**src/rtl/risc_pkg.sv**
```systemverilog
// risc_pkg: shared encodings for the RISC CPU (controller, ALU, datapath).
//   OPC_W / PHASE_W   - opcode and phase field widths
//   INST_ADDR..STORE  - controller phase encodings
//   OP_HLT..OP_JMP    - instruction opcode encodings
//   ctrl_t            - bundle of controller strobes driven each cycle
package risc_pkg;

  localparam int unsigned OPC_W   = 3;
  localparam int unsigned PHASE_W = 3;

  typedef logic [OPC_W-1:0]   opc_t;
  typedef logic [PHASE_W-1:0] phase_t;

  // Phase encodings; one instruction walks all eight in order.
  localparam phase_t INST_ADDR  = 3'd0;
  localparam phase_t INST_FETCH = 3'd1;
  localparam phase_t INST_LOAD  = 3'd2;
  localparam phase_t IDLE       = 3'd3;
  localparam phase_t OP_ADDR    = 3'd4;
  localparam phase_t OP_FETCH   = 3'd5;
  localparam phase_t ALU_OP     = 3'd6;
  localparam phase_t STORE      = 3'd7;

  // Opcode encodings.
  localparam opc_t OP_HLT = 3'd0;
  localparam opc_t OP_SKZ = 3'd1;
  localparam opc_t OP_ADD = 3'd2;
  localparam opc_t OP_AND = 3'd3;
  localparam opc_t OP_XOR = 3'd4;
  localparam opc_t OP_LDA = 3'd5;
  localparam opc_t OP_STO = 3'd6;
  localparam opc_t OP_JMP = 3'd7;

  // Controller strobes; field order is the order of the output ports.
  typedef struct packed {
    logic sel;
    logic rd;
    logic wr;
    logic ld_ir;
    logic ld_ac;
    logic inc_pc;
    logic ld_pc;
    logic data_e;
    logic halt;
  } ctrl_t;

  localparam ctrl_t CTRL_OFF = '0;

  // Instructions that read an operand from memory and write the accumulator.
  function automatic logic is_aluop(input opc_t op);
    return (op == OP_ADD) || (op == OP_AND) || (op == OP_XOR) || (op == OP_LDA);
  endfunction

endpackage : risc_pkg

```
**src/rtl/risc_controller.sv**
```systemverilog
// risc_controller: eight-phase sequencer for the accumulator CPU.
// A free-running phase counter steps through fetch/execute; outputs are a
// pure decode of the phase register, the current opcode, zero and the
// sticky halted flag, so every strobe is valid in the cycle of its phase.
//   clk, rst_n   - system clock, async active-low reset
//   opcode       - IR opcode field (valid from IDLE onward)
//   zero         - accumulator-zero flag, consulted only in ALU_OP
//   phase        - current phase
//   sel          - address mux: 1 = PC, 0 = operand address
//   rd, wr       - memory read / write
//   ld_ir, ld_ac - load instruction register / accumulator
//   inc_pc, ld_pc- increment PC / load PC from operand
//   data_e       - drive accumulator onto the data bus
//   halt         - CPU halted
module risc_controller #(
  parameter int unsigned OPC_W = risc_pkg::OPC_W
) (
  input  logic                          clk,
  input  logic                          rst_n,
  input  logic [OPC_W-1:0]              opcode,
  input  logic                          zero,
  output logic [risc_pkg::PHASE_W-1:0]  phase,
  output logic                          sel,
  output logic                          rd,
  output logic                          wr,
  output logic                          ld_ir,
  output logic                          ld_ac,
  output logic                          inc_pc,
  output logic                          ld_pc,
  output logic                          data_e,
  output logic                          halt
);

  import risc_pkg::*;

  phase_t phase_q;
  phase_t phase_d;
  logic   halted_q;
  logic   halted_d;
  ctrl_t  ctrl_c;
  opc_t   op;
  logic   aluop;

  assign op    = opc_t'(opcode);
  assign aluop = is_aluop(op);

  // Phase register and sticky halted flag.
  always_ff @(posedge clk or negedge rst_n) begin
    if (!rst_n) begin
      phase_q  <= INST_ADDR;
      halted_q <= 1'b0;
    end else begin
      phase_q  <= phase_d;
      halted_q <= halted_d;
    end
  end

  // Next phase and output decode.
  always_comb begin
    phase_d  = phase_q + PHASE_W'(1);
    halted_d = halted_q;
    ctrl_c   = CTRL_OFF;

    if (halted_q) begin
      // Frozen at OP_ADDR; only reset gets out of here.
      phase_d     = phase_q;
      ctrl_c.halt = 1'b1;
    end else begin
      // HLT is recognised while in OP_ADDR; the sequencer stays put from then on.
      if ((phase_q == OP_ADDR) && (op == OP_HLT)) begin
        halted_d = 1'b1;
        phase_d  = OP_ADDR;
      end

      case (phase_q)
        INST_ADDR: begin
          ctrl_c.sel = 1'b1;
        end
        INST_FETCH: begin
          ctrl_c.sel = 1'b1;
          ctrl_c.rd  = 1'b1;
        end
        INST_LOAD, IDLE: begin
          ctrl_c.sel   = 1'b1;
          ctrl_c.rd    = 1'b1;
          ctrl_c.ld_ir = 1'b1;
        end
        OP_ADDR: begin
          ctrl_c.inc_pc = (op != OP_HLT);
          ctrl_c.halt   = (op == OP_HLT);
        end
        OP_FETCH: begin
          ctrl_c.rd = aluop;
        end
        ALU_OP: begin
          ctrl_c.rd     = aluop;
          ctrl_c.inc_pc = (op == OP_SKZ) && zero;
          ctrl_c.ld_pc  = (op == OP_JMP);
          ctrl_c.data_e = (op == OP_STO);
        end
        STORE: begin
          ctrl_c.rd     = aluop;
          ctrl_c.ld_ac  = aluop;
          ctrl_c.ld_pc  = (op == OP_JMP);
          ctrl_c.wr     = (op == OP_STO);
          ctrl_c.data_e = (op == OP_STO);
        end
        default: begin
        end
      endcase
    end
  end

  assign phase  = phase_q;
  assign sel    = ctrl_c.sel;
  assign rd     = ctrl_c.rd;
  assign wr     = ctrl_c.wr;
  assign ld_ir  = ctrl_c.ld_ir;
  assign ld_ac  = ctrl_c.ld_ac;
  assign inc_pc = ctrl_c.inc_pc;
  assign ld_pc  = ctrl_c.ld_pc;
  assign data_e = ctrl_c.data_e;
  assign halt   = ctrl_c.halt;

`ifndef SYNTHESIS
  // Bus-safety invariants: never write while reading, never write and jump together.
  a_wr_ld_pc: assert property (@(posedge clk) disable iff (!rst_n) !(wr && ld_pc));
  a_wr_rd:    assert property (@(posedge clk) disable iff (!rst_n) !(wr && rd));
  a_halt_hold: assert property (@(posedge clk) disable iff (!rst_n)
                                halted_q |=> (phase_q == OP_ADDR));
`endif

endmodule : risc_controller

```
**config.mk**
```make
export PLATFORM = sky130hd
export DESIGN_NAME = risc_controller
export DESIGN_NICKNAME = d
export VERILOG_FILES = /design/src/rtl/risc_pkg.sv /design/src/rtl/risc_controller.sv
export SDC_FILE = /design/constraint.sdc
export NUM_CORES = 1
export LEC_CHECK = 0
export BUFFER_PORTS_ARGS = -buffer_cell sky130_fd_sc_hd__buf_2
export CELL_PAD_IN_SITES_DETAIL_PLACEMENT = 0
export CELL_PAD_IN_SITES_GLOBAL_PLACEMENT = 1
export CORE_AREA = 10 10 47 49
export CTS_CLUSTER_DIAMETER = 200
export CTS_CLUSTER_SIZE = 25
export DETAILED_ROUTE_END_ITERATION = 10
export DIE_AREA = 0 0 57 59
export GPL_TIMING_DRIVEN = 0
export PLACE_DENSITY_LB_ADDON = 0.1
export SETUP_SLACK_MARGIN = 0.5
export SLEW_MARGIN = 30
export SYNTH_ARGS = -nofsm -noshare
export SYNTH_HDL_FRONTEND = slang
export SYNTH_SLANG_ARGS = --single-unit
```
**constraint.sdc**
```tcl
create_clock -name clk -period 1.8 [get_ports clk]
set_input_delay 0.18 -clock clk [delete_from_list [all_inputs] [get_ports clk]]
set_output_delay 0.18 -clock clk [all_outputs]
set_load 0.01 [all_outputs]
```
==> reports/results.tsv <==
stage	metric	value	unit
finish	fillCellCount	146	
finish	diodes	0	
pwr	vdd_drop_max	0.000701	V
synthesis	synth_xor_area_share	2.30	%
floorplan	start_util	27.2	%
sta	final_max_slew_viol_count	0	
pwr	power.density	1690	mW/mm^2
synthesis	syn_inst	42	
finish	final_common_cell	buf_2	
clocking	cts_root_buf	clkbuf_4	
pwr	p_leak	0.290	nW
synthesis	yosysSeqAreaShare	26.2	%
synthesis	syn_area_per_cell	9.09	um^2
setup_path	startpoint_type	flop	
routing	drcViolationCount	0	
floorplan	die_w	57	um
synthesis	yosysWarnings	0	
setup_path	worstSetupEndpointType	primary output	
placement	gp_congestion	0.729	
finish	layout-drive-gt1-share	71.4	%
synthesis	synthAdderAreaFrac	23.0	%
pwr	total_power	1.06	mW
routing	wl_per_cell	12.1	um
clocking	cts_tree	built	
sta	fin_setup_tns	0	ns
sta	hold_violations	0	
finish	mostFrequentLayoutCells	buf_2 (18), buf_4 (6), a21oi_2 (4), ha_2 (4)	
clocking	cts_sinks	4	
routing	drt_iter0_drc	3	
pwr	p_clk_share	11.2	%
sta	setup_viol	0	
global_routing	grt-ovfl-total	0	
floorplan	rows	14	
synthesis	synth_seq_cells	4	
job	maxCapViolCount	0	
routing	wirelength	1040	um
global_routing	antenna_found_initial	0	
routing	first_pass_iters	2	
synthesis	syn_area	382	um^2
sta	clock_skew	0.00673	ns
clocking	cts.htree.levels	1	
sta	max_freq	0.597	GHz
synthesis	synth_mux_area_share	2.95	%
sta	worst_pin_slew	0.246	ns
synthesis	ys_types	22	
synthesis	synth_simple_gate_area_share	19.3	%
routing	vias_per_cell	4.67	
global_routing	grt_pass1_wl	1740	um
floorplan	ioPinCount	18	
floorplan	dieArea	0.00336	mm^2
pwr	internal_power	0.593	mW
routing	vias	402	
clocking	clk_latency	0.23	ns
synthesis	synth_compound_gate_area_share	21.0	%
sta	rsz0062_at_grt	true	
routing	postRouteAntennaNets	0	
placement	io_buffers	17	
synthesis	synth_top_family_by_area	adder cells	
sta	whs	0.284	ns
sta	period_share	93.0	%
clocking	cts_buffer_depth	2	
floorplan	dieHeight	59	um
setup_path	cp.arrival	1.49	ns
setup_path	setup.worst_path.class	reg -> out	
global_routing	grtUsageTotal	6.37	%
sta	fin_crit	1.67	ns
finish	num-nets-final	84	
status	status	complete, no violations	
pwr	comb_power_share	69.8	%
clocking	cts.clk_slew.worst_paths	0.04	ns
worst_hold_path	hold_class	in -> async	
finish	area_growth	65.2	%
pwr	p_sw_share	44.3	%
clocking	cts_buffers	3	
global_routing	grt_pass1_vias	405	
setup_path	cp.required	1.62	ns
pwr	pwr-share-seq	19.0	%
floorplan	core_area	0.00140	mm^2
placement	dp_hpwl	869	um
pwr	p_sw	0.471	mW
global_routing	grt_max_degree	11	
setup_path	path_max_fanout	5	
sta	max_slew_margin	83.6	%
synthesis	synth_nets	55	
state kept, by name (all words and copies together), names as in the netlist:
name and cells:
phase 3, halted_q 1
timing repair:
item	CTS	global route
pin swaps	6	2
hold endpoints to repair	4	0
setup buffers	5	1
resized for setup	3	3
cloned	0	0
hold buffers	1	0
setup endpoints to repair	9	12
cell usage after synthesis:
| cell | instances | area, um^2 |
|---|---|---|
| a211oi_2 | 1 | 12.5 |
| a21oi_1 | 4 | 20.0 |
| a2bb2oi_2 | 1 | 15.0 |
| a31o_2 | 1 | 8.76 |
| a31oi_1 | 1 | 6.26 |
| buf_2 | 1 | 5.00 |
| dfrtp_1 | 4 | 100 |
| ha_1 | 7 | 87.6 |
| inv_1 | 4 | 15.0 |
| mux2_2 | 1 | 11.3 |
| nand2_1 | 3 | 11.3 |
| nand2b_1 | 1 | 6.26 |
| nor2_1 | 2 | 7.51 |
| nor2b_1 | 1 | 6.26 |
| nor3_1 | 1 | 5.00 |
| nor3_2 | 1 | 10.0 |
| nor4_1 | 2 | 12.5 |
| nor4b_1 | 1 | 8.76 |
| o21a_1 | 1 | 7.51 |
| o21ai_1 | 2 | 10.0 |
| or2_0 | 1 | 6.26 |
| xor2_1 | 1 | 8.76 |
critical path, stage by stage, from the launching register on:
cell and delay, ns:
dfrtp_2 0.40, inv_2 0.07, ha_4 0.16, or2_0 0.22
a21oi_2 0.18, a211oi_2 0.08, buf_2 0.14
final timing paths:
kind	cells after the start	end	slack (ns)	startpoint
min in group clk	3	halted_q	0.47	opcode[2]
min reg2reg	2	phase[0]	0.62	phase[0]
max reg2reg	5	phase[2]	0.50	phase[0]
max in group asynchronous	2	phase[0]	1.39	rst_n
min	2	phase[1]	0.28	rst_n
max	6	rd	0.13	phase[0]
metrics by stage:
step / setup slack, ns / utilization [%] / cell area [um^2] / cells
after floorplan: 0.452 / - / 425 / 42
after global placement: 0.290 / 37.9 / 531 / 75
after detailed placement: 0.271 / 37.9 / 531 / 75
after CTS: 0.0812 / 43.8 / 613 / 85
after global routing: 0.0366 / 45.0 / 631 / 86
final: 0.126 / 45.0 / 631 / 86
power groups by stage:
stage / Combinational [mW] / Clock, mW / Sequential (mW)
2_1_floorplan: 0.436 / 0 / 0.212
3_3_place_gp: 0.624 / 0 / 0.206
3_5_place_dp: 0.630 / 0 / 0.207
4_1_cts: 0.728 / 0.127 / 0.203
5_1_grt: 0.831 / 0.132 / 0.215
6_report: 0.743 / 0.119 / 0.202
metal layers:
metal | global-route usage [%] | vias up | part of all wire, %
met3 | 3.65 | 0 | 10
li1 | - | 206 | -
met5 | 0 | - | 0
met2 | 10.1 | 14 | 45
met1 | 6.71 | 182 | 44
met4 | 3.02 | 0 | 0
cell families after synthesis:
family | Yosys count
adder cells (fa/ha/maj) | 7
AND/OR/NAND/NOR | 13
AO/OA/AOI/OAI | 11
XOR/XNOR | 1
buffers and inverters | 5
flip-flops | 4
multiplexers | 1
area by class of cell:
type                       count  area, um^2  area share (%)
inverter                       4        15.0            2.38
clock buffer                   4        26.3            4.17
tap                           16        20.0            3.17
timing repair buffer          24         140            22.2
buffer                         1        5.00           0.794
sequential                     4         103            16.3
multi-input combinational     33         322            51.0
(Power assumes the default switching activity.)
